File: config.mk
export PLATFORM = sky130hd
export DESIGN_NAME = lio_i8080_bus_engine_flat
export DESIGN_NICKNAME = d
export VERILOG_FILES = /design/src/rtl/lio_i8080_bus_engine_if.sv /design/src/rtl/lio_i8080_bus_engine.sv /design/src/flat_wrapper.sv
export SDC_FILE = /design/constraint.sdc
export NUM_CORES = 1
export LEC_CHECK = 0
export CORE_ASPECT_RATIO = 1.75
export CORE_UTILIZATION = 50
export DETAILED_ROUTE_END_ITERATION = 6
export PLACE_DENSITY = 0.86
export SLEW_MARGIN = 10
export SYNTH_ARGS = -nofsm -noshare
export SYNTH_HDL_FRONTEND = slang
export SYNTH_SLANG_ARGS = --single-unit
File: constraint.sdc
create_clock -name aclk -period 3.68 [get_ports aclk]
set_input_delay 0.736 -clock aclk [delete_from_list [all_inputs] [get_ports aclk]]
set_output_delay 0.736 -clock aclk [all_outputs]
set_load 0.03 [all_outputs]
File: src/rtl/lio_i8080_bus_engine_if.sv
// Request/response stream and i8080 pad-side signals for lio_i8080_bus_engine.
// LIO_I8080_TE_SYNC_EN adds the req_te_sync request field.
interface lio_i8080_bus_engine_if #(
  parameter int unsigned IF_DATA_SIZE = 16,
  parameter int unsigned NUM_CS       = 1
);
  localparam int unsigned CS_W = $clog2(NUM_CS) + 1;

  logic                    req_valid;
  logic                    req_ready;
  logic                    req_rd;
  logic                    req_dc;
  logic [CS_W-1:0]         req_cs;
  logic                    req_last;
  logic [IF_DATA_SIZE-1:0] req_data;
`ifdef LIO_I8080_TE_SYNC_EN
  logic                    req_te_sync;
`endif
  logic                    rsp_valid;
  logic                    rsp_ready;
  logic [IF_DATA_SIZE-1:0] rsp_data;
  logic [NUM_CS-1:0]       CSn;
  logic                    DC;
  logic                    WR;
  logic                    RD;
  logic                    OE;
  logic [IF_DATA_SIZE-1:0] DO;
  logic [IF_DATA_SIZE-1:0] DI;
  logic                    TE;

  // Environment side: front end plus pad inputs.
  modport master (
`ifdef LIO_I8080_TE_SYNC_EN
    output req_te_sync,
`endif
    output req_valid, req_rd, req_dc, req_cs, req_last, req_data, rsp_ready, DI, TE,
    input  req_ready, rsp_valid, rsp_data, CSn, DC, WR, RD, OE, DO
  );

  // Bus engine side.
  modport slave (
`ifdef LIO_I8080_TE_SYNC_EN
    input  req_te_sync,
`endif
    input  req_valid, req_rd, req_dc, req_cs, req_last, req_data, rsp_ready, DI, TE,
    output req_ready, rsp_valid, rsp_data, CSn, DC, WR, RD, OE, DO
  );
endinterface

File: src/rtl/lio_i8080_bus_engine.sv
// i8080 bus timing engine: request stream -> CSn/DC/WR/RD/OE/DO strobes, read data -> response stream.
// Define LIO_I8080_TE_SYNC_EN to enable tearing-effect synchronised transfers (TE_WAIT state).
module lio_i8080_bus_engine #(
  parameter int unsigned IF_DATA_SIZE = 16,
  parameter int unsigned NUM_CS       = 1,
  parameter int unsigned TIMING_W     = 4
) (
  input  logic                 aclk,
  input  logic                 arst,
  input  logic [TIMING_W-1:0]  cfg_setup,
  input  logic [TIMING_W-1:0]  cfg_strobe,
  input  logic [TIMING_W-1:0]  cfg_hold,
  output logic                 busy,
  lio_i8080_bus_engine_if.slave bus
);
  localparam int unsigned CS_W = $clog2(NUM_CS) + 1;

  typedef enum logic [2:0] {
    ST_IDLE,
    ST_CS_GAP,
`ifdef LIO_I8080_TE_SYNC_EN
    ST_TE_WAIT,
`endif
    ST_SETUP,
    ST_STROBE,
    ST_HOLD
  } state_t;

  state_t              state;
  logic [TIMING_W-1:0] cnt;
  logic [TIMING_W-1:0] setup_q, strobe_q, hold_q;
  logic                rd_q, last_q;
  logic [CS_W-1:0]     cs_q;

  logic                accept_c, gap_c, launch_c, strobe_end_c, xfer_end_c;
  logic                idle_nx_c, rsp_valid_nx_c, cs_low_nx_c, rd_sel_c;
  logic [TIMING_W-1:0] setup_sel_c, strobe_sel_c;

`ifdef LIO_I8080_TE_SYNC_EN
  logic [1:0] te_sync;
  logic       te_prev, te_q, te_rise_c;
  assign te_rise_c = te_sync[1] & ~te_prev;
`else
  logic unused_te;
  assign unused_te = bus.TE;
`endif

  // Active-low one-hot select; out-of-range index selects nothing.
  function automatic logic [NUM_CS-1:0] cs_decode(input logic [CS_W-1:0] idx);
    logic [NUM_CS-1:0] m;
    m = '1;
    for (int unsigned i = 0; i < NUM_CS; i++)
      if (idx == CS_W'(i)) m[i] = 1'b0;
    return m;
  endfunction

  always_comb begin
    accept_c       = bus.req_valid & bus.req_ready;
    gap_c          = (~&bus.CSn) && (bus.req_cs != cs_q);
    strobe_end_c   = (state == ST_STROBE) && (cnt == '0);
    xfer_end_c     = (strobe_end_c && (hold_q == '0)) || ((state == ST_HOLD) && (cnt == '0));
    idle_nx_c      = ((state == ST_IDLE) && !accept_c) || xfer_end_c;
    rsp_valid_nx_c = (strobe_end_c & rd_q) | (bus.rsp_valid & ~bus.rsp_ready);
    cs_low_nx_c    = xfer_end_c ? (~last_q & ~&bus.CSn) : ~&bus.CSn;
    // Timing comes straight from cfg on the accept edge, from the latched copy afterwards.
    setup_sel_c    = (state == ST_IDLE) ? cfg_setup  : setup_q;
    strobe_sel_c   = (state == ST_IDLE) ? cfg_strobe : strobe_q;
    rd_sel_c       = (state == ST_IDLE) ? bus.req_rd : rd_q;
    launch_c       = 1'b0;
    case (state)
`ifdef LIO_I8080_TE_SYNC_EN
      ST_IDLE:    launch_c = accept_c & ~gap_c & ~bus.req_te_sync;
      ST_CS_GAP:  launch_c = ~te_q;
      ST_TE_WAIT: launch_c = te_rise_c;
`else
      ST_IDLE:    launch_c = accept_c & ~gap_c;
      ST_CS_GAP:  launch_c = 1'b1;
`endif
      default:    launch_c = 1'b0;
    endcase
  end

  always_ff @(posedge aclk) begin
    if (arst) begin
      state         <= ST_IDLE;
      cnt           <= '0;
      setup_q       <= '0;
      strobe_q      <= '0;
      hold_q        <= '0;
      rd_q          <= 1'b0;
      last_q        <= 1'b0;
      cs_q          <= '0;
      bus.CSn       <= '1;
      bus.WR        <= 1'b1;
      bus.RD        <= 1'b1;
      bus.OE        <= 1'b0;
      bus.DC        <= 1'b0;
      bus.DO        <= IF_DATA_SIZE'(0);
      bus.rsp_valid <= 1'b0;
      bus.rsp_data  <= IF_DATA_SIZE'(0);
      bus.req_ready <= 1'b0;
      busy          <= 1'b0;
`ifdef LIO_I8080_TE_SYNC_EN
      te_sync       <= '0;
      te_prev       <= 1'b0;
      te_q          <= 1'b0;
`endif
    end else begin
      bus.rsp_valid <= rsp_valid_nx_c;
      bus.req_ready <= idle_nx_c & ~rsp_valid_nx_c;
      busy          <= ~idle_nx_c | cs_low_nx_c;
`ifdef LIO_I8080_TE_SYNC_EN
      te_sync       <= {te_sync[0], bus.TE};
      te_prev       <= te_sync[1];
`endif
      case (state)
        ST_IDLE: if (accept_c) begin
          setup_q  <= cfg_setup;
          strobe_q <= cfg_strobe;
          hold_q   <= cfg_hold;
          rd_q     <= bus.req_rd;
          last_q   <= bus.req_last;
          cs_q     <= bus.req_cs;
          bus.DC   <= bus.req_dc;
          bus.DO   <= bus.req_data;
          bus.OE   <= ~bus.req_rd;
`ifdef LIO_I8080_TE_SYNC_EN
          te_q     <= bus.req_te_sync;
`endif
          if (gap_c) begin
            state   <= ST_CS_GAP;
            bus.CSn <= '1;
          end else begin
            bus.CSn <= cs_decode(bus.req_cs);
`ifdef LIO_I8080_TE_SYNC_EN
            if (bus.req_te_sync) state <= ST_TE_WAIT;
`endif
          end
        end
        ST_CS_GAP: begin
          bus.CSn <= cs_decode(cs_q);
`ifdef LIO_I8080_TE_SYNC_EN
          if (te_q) state <= ST_TE_WAIT;
`endif
        end
        ST_SETUP: if (cnt == '0) begin
          state  <= ST_STROBE;
          cnt    <= strobe_q;
          bus.WR <= rd_q;
          bus.RD <= ~rd_q;
        end else begin
          cnt <= cnt - TIMING_W'(1);
        end
        ST_STROBE: if (cnt == '0) begin
          bus.WR <= 1'b1;
          bus.RD <= 1'b1;
          if (rd_q) bus.rsp_data <= bus.DI;
          if (hold_q != '0) begin
            state <= ST_HOLD;
            cnt   <= hold_q - TIMING_W'(1);
          end
        end else begin
          cnt <= cnt - TIMING_W'(1);
        end
        ST_HOLD: if (cnt != '0) cnt <= cnt - TIMING_W'(1);
        default: ;
      endcase
      // Start of the SETUP/STROBE sequence, shared by accept, CS gap and TE wait.
      if (launch_c) begin
        if (setup_sel_c != '0) begin
          state <= ST_SETUP;
          cnt   <= setup_sel_c - TIMING_W'(1);
        end else begin
          state  <= ST_STROBE;
          cnt    <= strobe_sel_c;
          bus.WR <= rd_sel_c;
          bus.RD <= ~rd_sel_c;
        end
      end
      if (xfer_end_c) begin
        state  <= ST_IDLE;
        bus.OE <= 1'b0;
        if (last_q) bus.CSn <= '1;
      end
    end
  end
endmodule

File: src/flat_wrapper.sv
// flat-port wrapper written by rule: the top's interface ports become plain ports
module lio_i8080_bus_engine_flat 
#(
  parameter int unsigned IF_DATA_SIZE = 16,
  parameter int unsigned NUM_CS       = 1,
  parameter int unsigned TIMING_W     = 4
)
  (aclk, arst, cfg_setup, cfg_strobe, cfg_hold, busy, bus_req_valid, bus_req_rd, bus_req_dc, bus_req_cs, bus_req_last, bus_req_data, bus_rsp_ready, bus_DI, bus_TE, bus_req_ready, bus_rsp_valid, bus_rsp_data, bus_CSn, bus_DC, bus_WR, bus_RD, bus_OE, bus_DO);
  lio_i8080_bus_engine_if #(.IF_DATA_SIZE(IF_DATA_SIZE), .NUM_CS(NUM_CS)) bus_i ();
  input  logic aclk;
  input  logic arst;
  input  logic [TIMING_W-1:0] cfg_setup;
  input  logic [TIMING_W-1:0] cfg_strobe;
  input  logic [TIMING_W-1:0] cfg_hold;
  output logic busy;
  input wire logic [$bits(bus_i.req_valid)-1:0] bus_req_valid;
  input wire logic [$bits(bus_i.req_rd)-1:0] bus_req_rd;
  input wire logic [$bits(bus_i.req_dc)-1:0] bus_req_dc;
  input wire logic [$bits(bus_i.req_cs)-1:0] bus_req_cs;
  input wire logic [$bits(bus_i.req_last)-1:0] bus_req_last;
  input wire logic [$bits(bus_i.req_data)-1:0] bus_req_data;
  input wire logic [$bits(bus_i.rsp_ready)-1:0] bus_rsp_ready;
  input wire logic [$bits(bus_i.DI)-1:0] bus_DI;
  input wire logic [$bits(bus_i.TE)-1:0] bus_TE;
  output wire logic [$bits(bus_i.req_ready)-1:0] bus_req_ready;
  output wire logic [$bits(bus_i.rsp_valid)-1:0] bus_rsp_valid;
  output wire logic [$bits(bus_i.rsp_data)-1:0] bus_rsp_data;
  output wire logic [$bits(bus_i.CSn)-1:0] bus_CSn;
  output wire logic [$bits(bus_i.DC)-1:0] bus_DC;
  output wire logic [$bits(bus_i.WR)-1:0] bus_WR;
  output wire logic [$bits(bus_i.RD)-1:0] bus_RD;
  output wire logic [$bits(bus_i.OE)-1:0] bus_OE;
  output wire logic [$bits(bus_i.DO)-1:0] bus_DO;
  assign bus_i.req_valid = bus_req_valid;
  assign bus_i.req_rd = bus_req_rd;
  assign bus_i.req_dc = bus_req_dc;
  assign bus_i.req_cs = bus_req_cs;
  assign bus_i.req_last = bus_req_last;
  assign bus_i.req_data = bus_req_data;
  assign bus_i.rsp_ready = bus_rsp_ready;
  assign bus_i.DI = bus_DI;
  assign bus_i.TE = bus_TE;
  assign bus_req_ready = bus_i.req_ready;
  assign bus_rsp_valid = bus_i.rsp_valid;
  assign bus_rsp_data = bus_i.rsp_data;
  assign bus_CSn = bus_i.CSn;
  assign bus_DC = bus_i.DC;
  assign bus_WR = bus_i.WR;
  assign bus_RD = bus_i.RD;
  assign bus_OE = bus_i.OE;
  assign bus_DO = bus_i.DO;
  lio_i8080_bus_engine #(.IF_DATA_SIZE(IF_DATA_SIZE), .NUM_CS(NUM_CS), .TIMING_W(TIMING_W)) u_core (.aclk(aclk), .arst(arst), .cfg_setup(cfg_setup), .cfg_strobe(cfg_strobe), .cfg_hold(cfg_hold), .busy(busy), .bus(bus_i));
endmodule
# Yosys cells after proc, flatten, opt, wreduce, memory -nomap -nowiden
# Cells that the tools add are included.
[word_totals]
regBits = 62
out_inout_bits = 40
[classes]
n_addsub = 3
n_eq_ne = 12
n_mux = 37
bitwise_logic = 16
reduce_logical = 22
[ops]
columns = ["op", "count"]
rows = [
  ["4-bit two-way mux", 8],
  ["4-bit nonzero test", 5],
  ["3-bit two-way mux", 6],
  ["1-bit two-way mux", 17],
  ["4-bit case mux with 3 select lines", 1],
  ["4-bit by 1-bit subtractor with 4-bit output (second input constant)", 3],
  ["3-bit by 1-bit != test with 1-bit output (second input constant)", 3],
  ["3-bit by 2-bit != test with 1-bit output (second input constant)", 3],
  ["3-bit case mux with 3 select lines", 1],
  ["4-bit zero test", 2],
  ["1-bit inverter", 8],
  ["1-bit case mux with 2 select lines", 4],
  ["1-bit AND", 6],
  ["3-bit by 2-bit == test with 1-bit output (second input constant)", 2],
  ["3-bit AND reduction", 2],
  ["6-bit AND reduction", 1],
  ["1-bit logical AND", 5],
  ["4-bit by 3-bit != test with 1-bit output (second input constant)", 1],
  ["3-bit by 1-bit == test with 1-bit output (second input constant)", 1],
  ["3-bit == test (second input constant)", 1],
  ["3-bit zero test", 1],
  ["1-bit zero test", 2],
  ["1-bit logical OR", 2],
  ["1-bit bitwise OR", 2],
  ["3 further kinds", 3],
]

# Longest topological paths before layout
[logic_depth]
depth_word = 7
ltp_mapped = 10
depth_no_buf = 8

# Worst setup path before layout
# Ideal clock, no wire load.
[synth_path]
kind = "flip-flop to flip-flop"
start = "reg u_core.state[0]"
end = "reg u_core.cnt[0]"
arrival_ns = 2.177
required_time_ns = 3.548
setup_slack_ns = 1.371
path_stages_with_launch = 11
cell_sequence = "dfxtp_1 > buf_2 > nor3_4 > buf_4 > mux2i_1 > ha_1 > nor3b_1 > mux2i_1 > mux2_2 > o211ai_1 > a21oi_1"
[synth_between]
elab_chain_cells = 5
[synth_rtl]
columns = ["element", "line", "rtl"]
rows = [
  ["from (decl)", "lio_i8080_bus_engine.sv:29", "state_t state;"],
  ["from (signal assigned)", "lio_i8080_bus_engine.sv:85", "state <= ST_IDLE;"],
  ["from (signal assigned)", "lio_i8080_bus_engine.sv:131", "state <= ST_CS_GAP;"],
  ["from (signal assigned)", "lio_i8080_bus_engine.sv:147", "state <= ST_STROBE;"],
  ["3-bit zero test", "lio_i8080_bus_engine.sv:66, lio_i8080_bus_engine.sv:67, lio_i8080_bus_engine.sv:70", ""],
  ["4-bit two-way mux", "lio_i8080_bus_engine.sv:66", "setup_sel_c = (state == ST_IDLE) ? cfg_setup : setup_q;"],
  ["4-bit by 1-bit subtractor with 4-bit output or 4-bit nonzero test (tied branches)", "lio_i8080_bus_engine.sv:172, lio_i8080_bus_engine.sv:170", ""],
  ["4-bit two-way mux", "lio_i8080_bus_engine.sv:170", "if (setup_sel_c != '0) begin"],
  ["4-bit two-way mux", "lio_i8080_bus_engine.sv:169", "if (launch_c) begin"],
  ["to (signal assigned)", "lio_i8080_bus_engine.sv:165", "ST_HOLD: if (cnt != '0) cnt <= cnt - TIMING_W'(1);"],
  ["to (signal assigned)", "lio_i8080_bus_engine.sv:172", "cnt <= setup_sel_c - TIMING_W'(1);"],
  ["to (signal assigned)", "lio_i8080_bus_engine.sv:175", "cnt <= strobe_sel_c;"],
  ["to (decl)", "lio_i8080_bus_engine.sv:30", "logic [TIMING_W-1:0] cnt;"],
]
# Parallel ways exist; a longest one is shown, timed or not.
# A chain may end at the register's enable or synchronous reset.

# Worst setup path after layout
# Ends and elaborated chain as after synthesis.

==> flow_metrics.py <==
metrics = {
    "clock_network": {
        "cts_max_level": 3,
        "cts.clk_slew.worst_paths_ns": 0.07,
        "cts.path.max_buffers": 2,
        "cts_resized": 0,
        "root_buffer": "clkbuf_8",
        "cts_tree": "done",
        "numCtsBuffers": 9,
        "post_cts_buffers": 0,
        "cts_sinks": 62,
        "holdBufCountCts": 0,
        "insertion_delay_ns": 0.34,
    },
    "setup_path": {
        "cpMostUsedCell": "mux2i_1",
        "r2r_start": "u_core.state[0]",
        "ff2ff_path_depth": 8,
        "critical_path.top_delay_family": "multiplexers",
        "worst-path-buf-inv": 0,
        "critPathKind": "reg2reg",
        "cp_max_fo": 17,
        "cp_cell_sequence": "nor3_4 -> mux2i_1 -> ha_1 -> nor3b_1 -> mux2i_1 -> mux2_2 -> o211ai_1 -> a21oi_1",
        "start_kind": "flip-flop",
        "arrival_ns": 2.89,
        "r2r_slack_ns": 1.01,
        "slowest_delay_ns": 0.50,
        "crit_required_ns": 3.90,
        "r2r-end": "u_core.cnt[0]",
        "end_kind": "flip-flop",
        "cp_slowest_cell": "dfxtp_1",
    },
    "floorplanning": {
        "die_x_um": 59.3,
        "boundaryPins": 93,
        "core_um2": 5540,
        "initial_core_util_pct": 51.9,
        "die_h_um": 102,
        "num_rows": 36,
        "die_area_um2": 6070,
    },
    "routing": {
        "avgViaCountPerCell": 5.41,
        "routedWlPerCell_um": 14.6,
        "detail-route-antenna-nets": 0,
        "wirelength_mm": 7.61,
        "via_count": 2832,
        "drt_iter0_markers": 173,
        "drtPass1Iterations": 5,
        "drc": 0,
    },
    "sta": {
        "final-hold-violation-count": 0,
        "finalCriticalPeriod_ns": 2.67,
        "tightest_slew_ns": 0.733,
        "fin_skew_ns": 0.00722,
        "slew_headroom_pct": 51.0,
        "timing.final.setup_violations": 0,
        "tns_ns": 0,
        "slew_viol_final": 0,
        "max_freq_ghz": 0.374,
        "rsz0062_at_grt": "no",
        "period_share_pct": 72.6,
    },
    "hold_path": {
        "min_from": "u_core.bus.DO[14]",
        "hold_depth": 2,
        "hold_class": "reg2reg",
        "whs_endpoint": "u_core.bus.DO[14]",
    },
    "logic_synthesis": {
        "ys_types": 45,
        "synth-adder-area-share_pct": 1.31,
        "synth.yosys.seq_area_share_pct": 43.2,
        "synthFlopType": "dfxtp_1",
        "synth_top_family_by_area": "simple AND/OR/NAND/NOR gates",
        "ys_warn_count": 0,
        "synth_compound_area_share_pct": 20.3,
        "synthMuxAreaShare_pct": 5.14,
        "syn_nets": 414,
        "async_flop_share_pct": 0,
        "syn_area_per_cell_um2": 8.03,
        "synth_edf_count": 0,
        "netlist_area_um2": 2870,
        "ys_ff_latch": 62,
        "synth-xor-area-share_pct": 0.914,
        "synthesis.instances": 358,
        "synthSimpleGateAreaFrac_pct": 24.5,
    },
    "placed_design": {
        "place_congestion": 0.866,
        "postPlaceCellArea_um2": 3810,
        "port_buffers": 91,
        "hpwl_mm": 5.55,
    },
    "finish": {
        "layout_common_cells": "104 x nand2_1, 90 x clkdlybuf4s50_1, 62 x dfxtp_1",
        "diodes": 0,
        "layout.area.seq_um2": 1240,
        "n_fill_cell": 437,
        "mostFrequentLayoutCell": "nand2_1",
        "multi_input_area_um2": 1500,
        "nets": 498,
        "syn_to_final_growth_pct": 39.6,
        "drive_gt1_share_pct": 7.61,
        "final_cell_area_um2": 4010,
    },
    "power": {
        "power.leakage_nw": 1.47,
        "p_per_area_nw_per_um2": 666,
        "p_seq_share_pct": 33.6,
        "clockPowerShare_pct": 22.4,
        "p_switching_mw": 1.03,
        "p_int_mw": 1.65,
        "power_mw": 2.67,
        "peakVddDrop_mv": 0.403,
        "combinationalPowerShare_pct": 44.0,
        "swShare_pct": 38.4,
    },
    "global_route": {
        "track_usage_pct": 26.2,
        "grt_pass1_vias": 2680,
        "grt_overflow": 0,
        "antenna_found_initial": 0,
        "grt_max_degree": 33,
        "grt_first_pass_wirelength_mm": 12.1,
    },
    "job": {
        "maxCapViolations": 0,
    },
    "run_status": {
        "status": "completed",
    },
}
tightest hold or removal path: cells and delay by family, from the launching register on:
kind	cells	cell delay, ns
simple gates	1	0.05
flops	1	0.31
compound gates	1	0.05
synthesized netlist by cell type, drive strengths merged (3+ instances only):
cell type,count,area (um2)
nand2,104,390
dfxtp,62,1240
a21oi,56,284
clkbuf,15,57.6
nor2,11,41.3
inv,9,33.8
buf,8,42.5
mux2i,8,80.1
nand3,7,35.0
o21ai,7,35.0
nand2b,6,37.5
o211ai,6,45.0
a21o,5,37.5
nor3b,5,42.5
o31ai,4,30.0
ha,3,37.5
nor3,3,26.3
nor4bb,3,30.0
o311ai,3,26.3
or2,3,18.8
power groups by stage:
| stage | Clock [mW] | Sequential [mW] | Combinational, mW |
|---|---|---|---|
| finish | 0.599 | 0.898 | 1.18 |
| global placement | 0 | 0.905 | 1.14 |
| global route | 0.647 | 0.914 | 1.28 |
| CTS | 0.610 | 0.895 | 1.17 |
| detailed placement | 0 | 0.911 | 1.17 |
| floorplan | 0 | 0.951 | 0.795 |
kinds of logic after synthesis:
family                     after synthesis
muxes                                   12
DFF                                     62
buffers and inverters                   32
AOI/OAI and AO/OA                       95
xor gates and xnor gates                 3
and+or+nand+nor                        151
adders and majority gates                3
cell type report:
cell class                      count  share of cell area (%)
Tap cell                           76                    2.37
Inverter                            9                   0.842
Clock buffer                       11                    3.52
Multi-Input combinational cell    264                    37.4
Sequential cell                    62                    30.9
Timing Repair Buffer               96                    23.5
Clock inverter                      5                    1.43
sequential cells by signal, indices dropped and copies added (netlist names), 3 cells and up:
register / count
u_core.strobe_q: 4
u_core.bus.DO: 16
u_core.bus.rsp_data: 16
u_core.setup_q: 4
u_core.state: 3
u_core.cnt: 4
u_core.hold_q: 4
layer usage:
layer | up-vias | wire (um) | GRT usage (%)
met5 | - | 0 | 0
met4 | 0 | 195 | 12.5
met3 | 18 | 344 | 6.58
met2 | 92 | 4170 | 44.8
met1 | 1311 | 2900 | 29.7
li1 | 1411 | - | -
stage by stage:
| step | worst slack [ns] | hold WS (ns) | std cells | util (%) |
|---|---|---|---|---|
| after floorplan | 1.37 | 0.437 | 358 | - |
| after global placement | 0.838 | 0.441 | 507 | 68.8 |
| after detailed placement | 0.794 | 0.445 | 507 | 68.8 |
| after CTS | 1.01 | 0.455 | 523 | 72.4 |
| after global routing | 0.681 | 0.473 | 523 | 72.4 |
| final | 1.01 | 0.454 | 523 | 72.4 |
worst max-delay path by stage:
| stage | slack, ns | cells after the start | end | start |
|---|---|---|---|---|
| 2_1_floorplan | 1.37 | 10 | u_core.cnt[0] | u_core.state[0] |
| 3_3_place_gp | 0.84 | 8 | u_core.cnt[0] | cfg_setup[0] |
| 3_5_place_dp | 0.79 | 8 | u_core.cnt[0] | cfg_setup[0] |
| 4_1_cts | 1.01 | 8 | u_core.cnt[0] | u_core.state[0] |
| 5_1_grt | 0.68 | 8 | u_core.bus.WR | u_core.state[0] |
| 6_report | 1.01 | 8 | u_core.cnt[0] | u_core.state[0] |
Note: power is estimated with default switching activity, not from simulation.
